==> src/rtl/regfile_write_arbiter.sv <==
// Single write port of the 32x32 register bank: zeroes registers 1..31 after reset
// or on request, then shares the port among N_REQ requesters with round-robin valid/ready.
module regfile_write_arbiter #(
   parameter int N_REQ  = 3,
   parameter int DATA_W = 32,
   parameter int ADDR_W = 5
) (
   input  logic                    clk,
   input  logic                    reset,
   input  logic                    clear_req,
   input  logic [N_REQ-1:0]        req_valid,
   input  logic [N_REQ*ADDR_W-1:0] req_rd,
   input  logic [N_REQ*DATA_W-1:0] req_data,
   output logic [N_REQ-1:0]        req_ready,
   output logic                    wr_en,
   output logic [ADDR_W-1:0]       wr_rd,
   output logic [DATA_W-1:0]       wr_data,
   output logic [2:0]              wr_src,
   output logic                    busy
);

   localparam int PW = $clog2(N_REQ);

   typedef enum logic {S_CLEAR = 1'b0, S_RUN = 1'b1} state_t;

   state_t             state_q, state_d;
   logic [ADDR_W-1:0]  cnt_q, cnt_d;
   logic [PW-1:0]      ptr_q, ptr_d;
   logic               wr_en_q, wr_en_d;
   logic [ADDR_W-1:0]  wr_rd_q, wr_rd_d;
   logic [DATA_W-1:0]  wr_data_q, wr_data_d;
   logic [2:0]         wr_src_q, wr_src_d;

   logic               hi_found, lo_found, found, accept;
   logic [PW-1:0]      hi_idx, lo_idx, grant;
   logic [ADDR_W-1:0]  sel_rd;
   logic [DATA_W-1:0]  sel_data;

   // Lowest valid index at or above ptr wins; otherwise wrap to lowest valid overall.
   always_comb begin
      hi_found = 1'b0;
      lo_found = 1'b0;
      hi_idx   = '0;
      lo_idx   = '0;
      for (int i = N_REQ - 1; i >= 0; i--) begin
         if (req_valid[i]) begin
            lo_found = 1'b1;
            lo_idx   = PW'(i);
            if (PW'(i) >= ptr_q) begin
               hi_found = 1'b1;
               hi_idx   = PW'(i);
            end
         end
      end
      found  = hi_found | lo_found;
      grant  = hi_found ? hi_idx : lo_idx;
      accept = found && (state_q == S_RUN) && !clear_req;
      req_ready = '0;
      if (accept) begin
         req_ready[grant] = 1'b1;
      end
   end

   always_comb begin
      sel_rd   = '0;
      sel_data = '0;
      for (int i = 0; i < N_REQ; i++) begin
         if (PW'(i) == grant) begin
            sel_rd   = req_rd[i*ADDR_W +: ADDR_W];
            sel_data = req_data[i*DATA_W +: DATA_W];
         end
      end
   end

   always_comb begin
      state_d   = state_q;
      cnt_d     = cnt_q;
      ptr_d     = ptr_q;
      wr_en_d   = 1'b0;
      wr_rd_d   = wr_rd_q;
      wr_data_d = wr_data_q;
      wr_src_d  = wr_src_q;
      unique case (state_q)
         S_CLEAR: begin
            if (cnt_q != '0) begin
               wr_en_d   = 1'b1;
               wr_rd_d   = cnt_q;
               wr_data_d = '0;
               wr_src_d  = '0;
               cnt_d     = cnt_q + 1'b1;
            end else begin
               state_d = S_RUN;
            end
         end
         S_RUN: begin
            if (clear_req) begin
               // The request edge itself emits the first clear write.
               state_d   = S_CLEAR;
               wr_en_d   = 1'b1;
               wr_rd_d   = ADDR_W'(1);
               wr_data_d = '0;
               wr_src_d  = '0;
               cnt_d     = ADDR_W'(2);
            end else if (accept) begin
               wr_en_d   = (sel_rd != '0);
               wr_rd_d   = sel_rd;
               wr_data_d = sel_data;
               wr_src_d  = 3'(grant);
               ptr_d     = (grant == PW'(N_REQ - 1)) ? '0 : grant + 1'b1;
            end
         end
         default: state_d = S_CLEAR;
      endcase
   end

   always_ff @(posedge clk) begin
      if (reset) begin
         state_q   <= S_CLEAR;
         cnt_q     <= ADDR_W'(1);
         ptr_q     <= '0;
         wr_en_q   <= 1'b0;
         wr_rd_q   <= '0;
         wr_data_q <= '0;
         wr_src_q  <= '0;
      end else begin
         state_q   <= state_d;
         cnt_q     <= cnt_d;
         ptr_q     <= ptr_d;
         wr_en_q   <= wr_en_d;
         wr_rd_q   <= wr_rd_d;
         wr_data_q <= wr_data_d;
         wr_src_q  <= wr_src_d;
      end
   end

   assign wr_en   = wr_en_q;
   assign wr_rd   = wr_rd_q;
   assign wr_data = wr_data_q;
   assign wr_src  = wr_src_q;
   assign busy    = (state_q == S_CLEAR);

endmodule

==> config.mk <==
export PLATFORM = sky130hd
export DESIGN_NAME = regfile_write_arbiter
export DESIGN_NICKNAME = d
export VERILOG_FILES = /design/src/rtl/regfile_write_arbiter.sv
export SDC_FILE = /design/constraint.sdc
export NUM_CORES = 1
export LEC_CHECK = 0
export ABC_AREA = 1
export ABC_CLOCK_PERIOD_IN_PS = 1890
export CORE_AREA = 2 2 107 109
export CTS_BUF_LIST = sky130_fd_sc_hd__clkbuf_8
export DETAILED_ROUTE_END_ITERATION = 10
export DIE_AREA = 0 0 109 111
export PLACE_DENSITY_LB_ADDON = 0.1
export SLEW_MARGIN = 20
export SYNTH_ARGS = -nofsm -noshare
export SYNTH_HDL_FRONTEND = slang
export SYNTH_SLANG_ARGS = --single-unit
==> constraint.sdc <==
create_clock -name clk -period 1.89 [get_ports clk]
set_input_delay 0.378 -clock clk [delete_from_list [all_inputs] [get_ports clk]]
set_output_delay 0.378 -clock clk [all_outputs]
set_load 0.005 [all_outputs]
Word level (Yosys, flattened, before mapping)
Cells that the tools add are included.

word-level totals
  bits in registers = 49
  output and inout port bits = 45
  logic and storage cells = 84

operators by class
  add/sub/neg operators = 2
  $lt $le $gt $ge = 5
  eq/ne operators = 6
  mux-type cells = 51
  bitwise logic cells = 3
  reductions and logical operators = 10

operator list
  operator                                                                 count
  32-bit 2-to-1 mux                                                        6
  32-bit one-hot mux with 2 select lines                                   1
  5-bit 2-to-1 mux                                                         8
  2-bit 2-to-1 mux                                                         11
  5-bit one-hot mux with 2 select lines                                    2
  1-bit 2-to-1 mux                                                         15
  3-bit 2-to-1 mux                                                         4
  5-bit nonzero test                                                       2
  3-bit one-hot mux with 2 select lines                                    1
  5-bit by 1-bit adder with 5-bit output, second input constant            1
  1-bit by 2-bit >= comparator with 1-bit output, first input constant     2
  1-bit one-hot mux with 2 select lines                                    2
  2-bit AND reduction                                                      2
  1-bit logical AND                                                        3
  2-bit by 3-bit < comparator with 1-bit output, second input constant     1
  3-bit by 2-bit inequality test with 1-bit output, second input constant  1
  3-bit AND reduction                                                      1
  2-bit by 1-bit adder with 2-bit output, second input constant            1
  1-bit demux with 2-bit select                                            1
  1-bit by 2-bit == test with 1-bit output, first input constant           1
  2-bit == test, first input constant                                      1
  2-bit == test, second input constant                                     1
  2-bit by 1-bit >= comparator with 1-bit output, second input constant    1
  2-bit >= comparator, first input constant                                1
  other kinds (6)                                                          7

Longest topological paths before layout
  word-level depth = 16
  gate-level depth with buffers = 12
  depth with buffers taken out = 12

Worst setup path after synthesis
OpenSTA, ideal clock, no wires.

  kind = reg-to-reg
  start point = reg cnt_q[0]
  end point = reg wr_data_q[30], in the netlist wr_data[30]
  library setup time = 0.132 ns
  arrival = 1.430 ns
  data required time = 1.758 ns
  path slack = 0.328 ns
  stages on the path, launching flop included = 11
  period minus slack after synthesis = 1.562 ns
  cell sequence = dfxtp_1 -> inv_1 -> ha_1 -> nand4_1 -> nor2_1 -> a21oi_2 -> inv_2 -> buf_4 -> buf_4 -> nand2_1 -> a21oi_1

on the way
  longest elaborated chain between the ends = 3

ends and longest elaborated chain
  element                                                            RTL line  RTL
  from (decl)                                                        27        logic [ADDR_W-1:0] cnt_q, cnt_d;
  from (signal assigned)                                             127       cnt_q <= cnt_d;
  5-bit nonzero test                                                 85        if (cnt_q != '0) begin
  2-bit by 1-bit inequality test with 1-bit output (no source line)  -
  2-bit AND reduction (no source line)                               -
  to (signal assigned)                                               131       wr_data_q <= wr_data_d;
  to (decl)                                                          31        logic [DATA_W-1:0] wr_data_q, wr_data_d;

Every way passes these cells.
A chain may end at the register's enable or synchronous reset.

Worst setup path after layout
  start point = in req_valid[1]
  end point = out req_ready[0]

on the way
  longest elaborated chain between the ends = 9
  elaborated cells on any way between the ends = 20
  classes of those cells = order compare (2); mux (14); bitwise (1); reduce/logical (3)

ends and longest elaborated chain
  element                                                                                                                                       RTL line  RTL
  from (decl)                                                                                                                                   11        input logic [N_REQ-1:0] req_valid,
  2-bit 2-to-1 mux / 1-bit 2-to-1 mux (equally long branches)                                                                                   46        if (req_valid[i]) begin
  2-bit 2-to-1 mux / 1-bit 2-to-1 mux (equally long branches)                                                                                   49        if (PW'(i) >= ptr_q) begin
  2-bit 2-to-1 mux / 1-bit 2-to-1 mux (equally long branches)                                                                                   46
  2-bit 2-to-1 mux                                                                                                                              56        grant = hi_found ? hi_idx : lo_idx;
  2-bit by 3-bit < comparator with 1-bit output (not written as such) / 2-bit by 1-bit >= comparator with 1-bit output (equally long branches)  60        req_ready[grant] = 1'b1;
  1-bit logical AND (not written as such)                                                                                                       60
  1-bit 2-to-1 mux (not written as such)                                                                                                        60
  1-bit demux with 2-bit select                                                                                                                 60
  3-bit 2-to-1 mux *                                                                                                                            59        if (accept) begin
  to (decl)                                                                                                                                     14        output logic [N_REQ-1:0] req_ready,

Every way passes the cells marked *; elsewhere a longest branch is shown, timed or not.

==> reports/results.ini <==
[critical_path]
worst_path_max_delay_cell = dlygate4sd2_1
critPathLaunchType = primary input
cp_top_family = buffers and inverters
cpMostUsedCell = dlygate4sd2_1
critical_path_class = primary input to output pin
slowest_delay_ns = 0.27
crit_fanout = 5
worstSetupEndpointType = output pin
worstPathRequired_ns = 1.51
path_cells = dlygate4sd2_1 -> buf_4 -> nor3_4 -> nor2_2 -> inv_2 -> nor2_1 -> dlygate4sd2_1
worstPathArrival_ns = 1.46
crit_buf_inv = 4

[drt]
vias_per_cell = 4.49
drtIter0Drc = 130
wirelength_um = 9600
avgRoutedWirePerCell_um = 13.4
route.vias.total = 3204
postRouteAntennaNets = 0
first_pass_iters = 4
drc = 0

[cells_and_area]
seq_area_um2 = 963
syn_to_final_growth_pct = 74.1
layout-drive-gt1-share_pct = 11.6
final_common_cell = clkdlybuf4s50_1
fin_nets = 690
fill_cells = 1146
num_antenna_cells = 0
multi_input_area_um2 = 1510
layout_common_cells = clkdlybuf4s50_1 (152), nand2_1 (148), a21oi_1 (47), dfxtp_1 (46), nand3_1 (38)

[timing]
fmax_ghz = 0.544
finalHoldViolations = 0
rsz0062_at_grt = true
finalSetupViolations = 0
slew_viol_final = 0
fin_crit_sh_pct = 97.3
hold_slack_ns = 0.444
fin_skew_ns = 0.00488
post-route-min-period_ns = 1.84

[clocking]
clock-sinks = 48
cts-buffers-inserted = 5
cts_tree = built
postCtsHoldBufs = 0
htree_levels = 2
cts_buffer_depth = 2
clk_latency_ns = 0.31
clk_pin_slew_ns = 0.08
root_buffer = clkbuf_8

[logic_synthesis]
ys_ff_latch = 48
synthCells = 402
syn_area_per_cell_um2 = 6.65
yosysWarnings = 0
syn_nets = 521
yosysUniqueCellTypes = 31
ys_seq_area_share_pct = 35.9
syn_area_um2 = 2680

[placed_design]
numPortBuffers = 160
dpl.hpwl_um = 7340
place_congestion = 0.786

[grt]
grt_pass1_vias = 3101
antenna_found_initial = 0
overflow = 0
grt_pass1_wl_um = 15000
grt_start_max_net_pins = 31
grt_usage_pct = 15.7

[status]
status = completed

[power]
cellLeakagePower_nw = 1.79
p_int_w = 0.00227
power_frac_seq_pct = 35.2
peakVddDrop_mv = 0.271
switching_power_w = 0.00121
finalPower_w = 0.00347
p_clk_share_pct = 19.1
power.density_nw_per_um2 = 745
p_comb_share_pct = 45.6
swShare_pct = 34.7

[floorplan]
fp.coreArea_um2 = 11100
io_pins = 162
start_util_pct = 24.2
die_h_um = 111
chipWidth_um = 109
die_area_um2 = 12100
rows = 39

[flow_run]
cap_violations = 0

[min_path]
min_path_type = primary input to register

[worst reg2reg max path: cells and delay by family, from the launching register on]
kind	cells	cell delay, ns
buffers and inverters	3	0.59
DFF	1	0.37
AOI/OAI and AO/OA	2	0.31
and+or+nand+nor	5	0.32
[registers in the layout, indices dropped and copies added, names as in the netlist]
signal,flops
state_q,1
wr_rd,5
wr_src,2
wr_data,32
ptr_q,2
cnt_q,5
wr_en,1
[routing by layer]
metal	wire length [µm]	vias up	track usage, %
met5	0	-	0
met4	93	0	3.68
met3	1100	5	6.17
met2	4280	131	26.1
met1	4130	1407	18.8
li1	-	1661	-
[layout make-up]
| type | instances | share of cell area [%] |
|---|---|---|
| repair buffers | 185 | 39.4 |
| multi-input cells | 312 | 32.4 |
| flip-flops and latches | 48 | 20.7 |
| well taps | 143 | 3.84 |
| clock buffers | 7 | 2.07 |
| inverters | 19 | 1.64 |
[cells by family (layout without fill, tap and decap cells)]
kind of cell | count (synthesis) | count (layout) | share of synthesized area (%)
DFF | 48 | 48 | 35.9
and+or+nand+nor | 223 | 223 | 36.2
other | 1 | 1 | 0.140
buffers and inverters | 42 | 211 | 8.51
AOI/OAI and AO/OA | 86 | 86 | 18.3
adders and majority gates | 2 | 2 | 0.935
[power by group through the flow]
| stage | clock network [W] | logic (W) | registers, W |
|---|---|---|---|
| 2_1_floorplan | 0 | 0.000765 | 0.00124 |
| 3_3_place_gp | 0 | 0.00158 | 0.00125 |
| 3_5_place_dp | 0 | 0.00159 | 0.00124 |
| 4_1_cts | 0.000705 | 0.00160 | 0.00123 |
| 5_1_grt | 0.000753 | 0.00175 | 0.00124 |
| 6_report | 0.000665 | 0.00158 | 0.00122 |
[synthesized netlist by cell type]
cell type | number | share of area, %
a211oi_1 | 1 | 0.28
a21oi_1 | 47 | 8.8
a21oi_2 | 2 | 0.65
a31oi_1 | 1 | 0.23
buf_2 | 7 | 1.3
buf_4 | 7 | 2.0
buf_6 | 4 | 1.7
clkbuf_1 | 5 | 0.70
conb_1 | 1 | 0.14
dfxtp_1 | 48 | 36
ha_1 | 2 | 0.94
inv_1 | 8 | 1.1
inv_2 | 9 | 1.3
inv_4 | 2 | 0.47
nand2_1 | 150 | 21
nand2_2 | 2 | 0.47
nand2_4 | 3 | 1.3
nand2_8 | 1 | 0.75
nand3_1 | 38 | 7.1
nand4_1 | 1 | 0.23
nor2_1 | 15 | 2.1
nor2_2 | 2 | 0.47
nor2_4 | 1 | 0.42
nor3_1 | 4 | 0.75
nor3_2 | 1 | 0.37
nor3b_1 | 1 | 0.28
o211ai_1 | 19 | 5.3
o21ai_0 | 10 | 1.9
o21ai_1 | 6 | 1.1
or2_1 | 2 | 0.47
or2_2 | 2 | 0.47
[what timing repair did]
item / in CTS / in global routing
endpoints found under the setup margin: 31 / 8
endpoints found under the hold margin: 0 / 0
gates resized for setup: 16 / 4
setup buffers: 0 / 0
pin swaps: 3 / 1
[per-stage QoR]
stage	instance area [µm²]	std cells	TNS, ns	utilization (%)	setup WS [ns]
final	4660	714	0	42.1	0.0509
after global routing	4660	714	-0.0521	42.1	-0.0521
after CTS	4650	714	0	42.0	0.00338
after detailed placement	4540	707	-14.72	41.0	-0.527
after global placement	4540	707	-12.58	41.0	-0.491
after floorplan	2680	402	0	-	0.328
[final timing paths]
| check | startpoint | to | slack (ns) | depth (start not counted) |
|---|---|---|---|---|
| min | reset | state_q$_SDFF_PP0_ | 0.44 | 2 |
| max | req_valid[1] | req_ready[0] | 0.05 | 7 |
| max reg2reg | ptr_q[1]$_SDFFE_PP0P_ | wr_data[20]$_SDFFE_PP0P_ | 0.22 | 10 |
| min reg2reg | wr_data[10]$_SDFFE_PP0P_ | wr_data[10]$_SDFFE_PP0P_ | 0.46 | 2 |
Power figures use the tool's default switching activity.
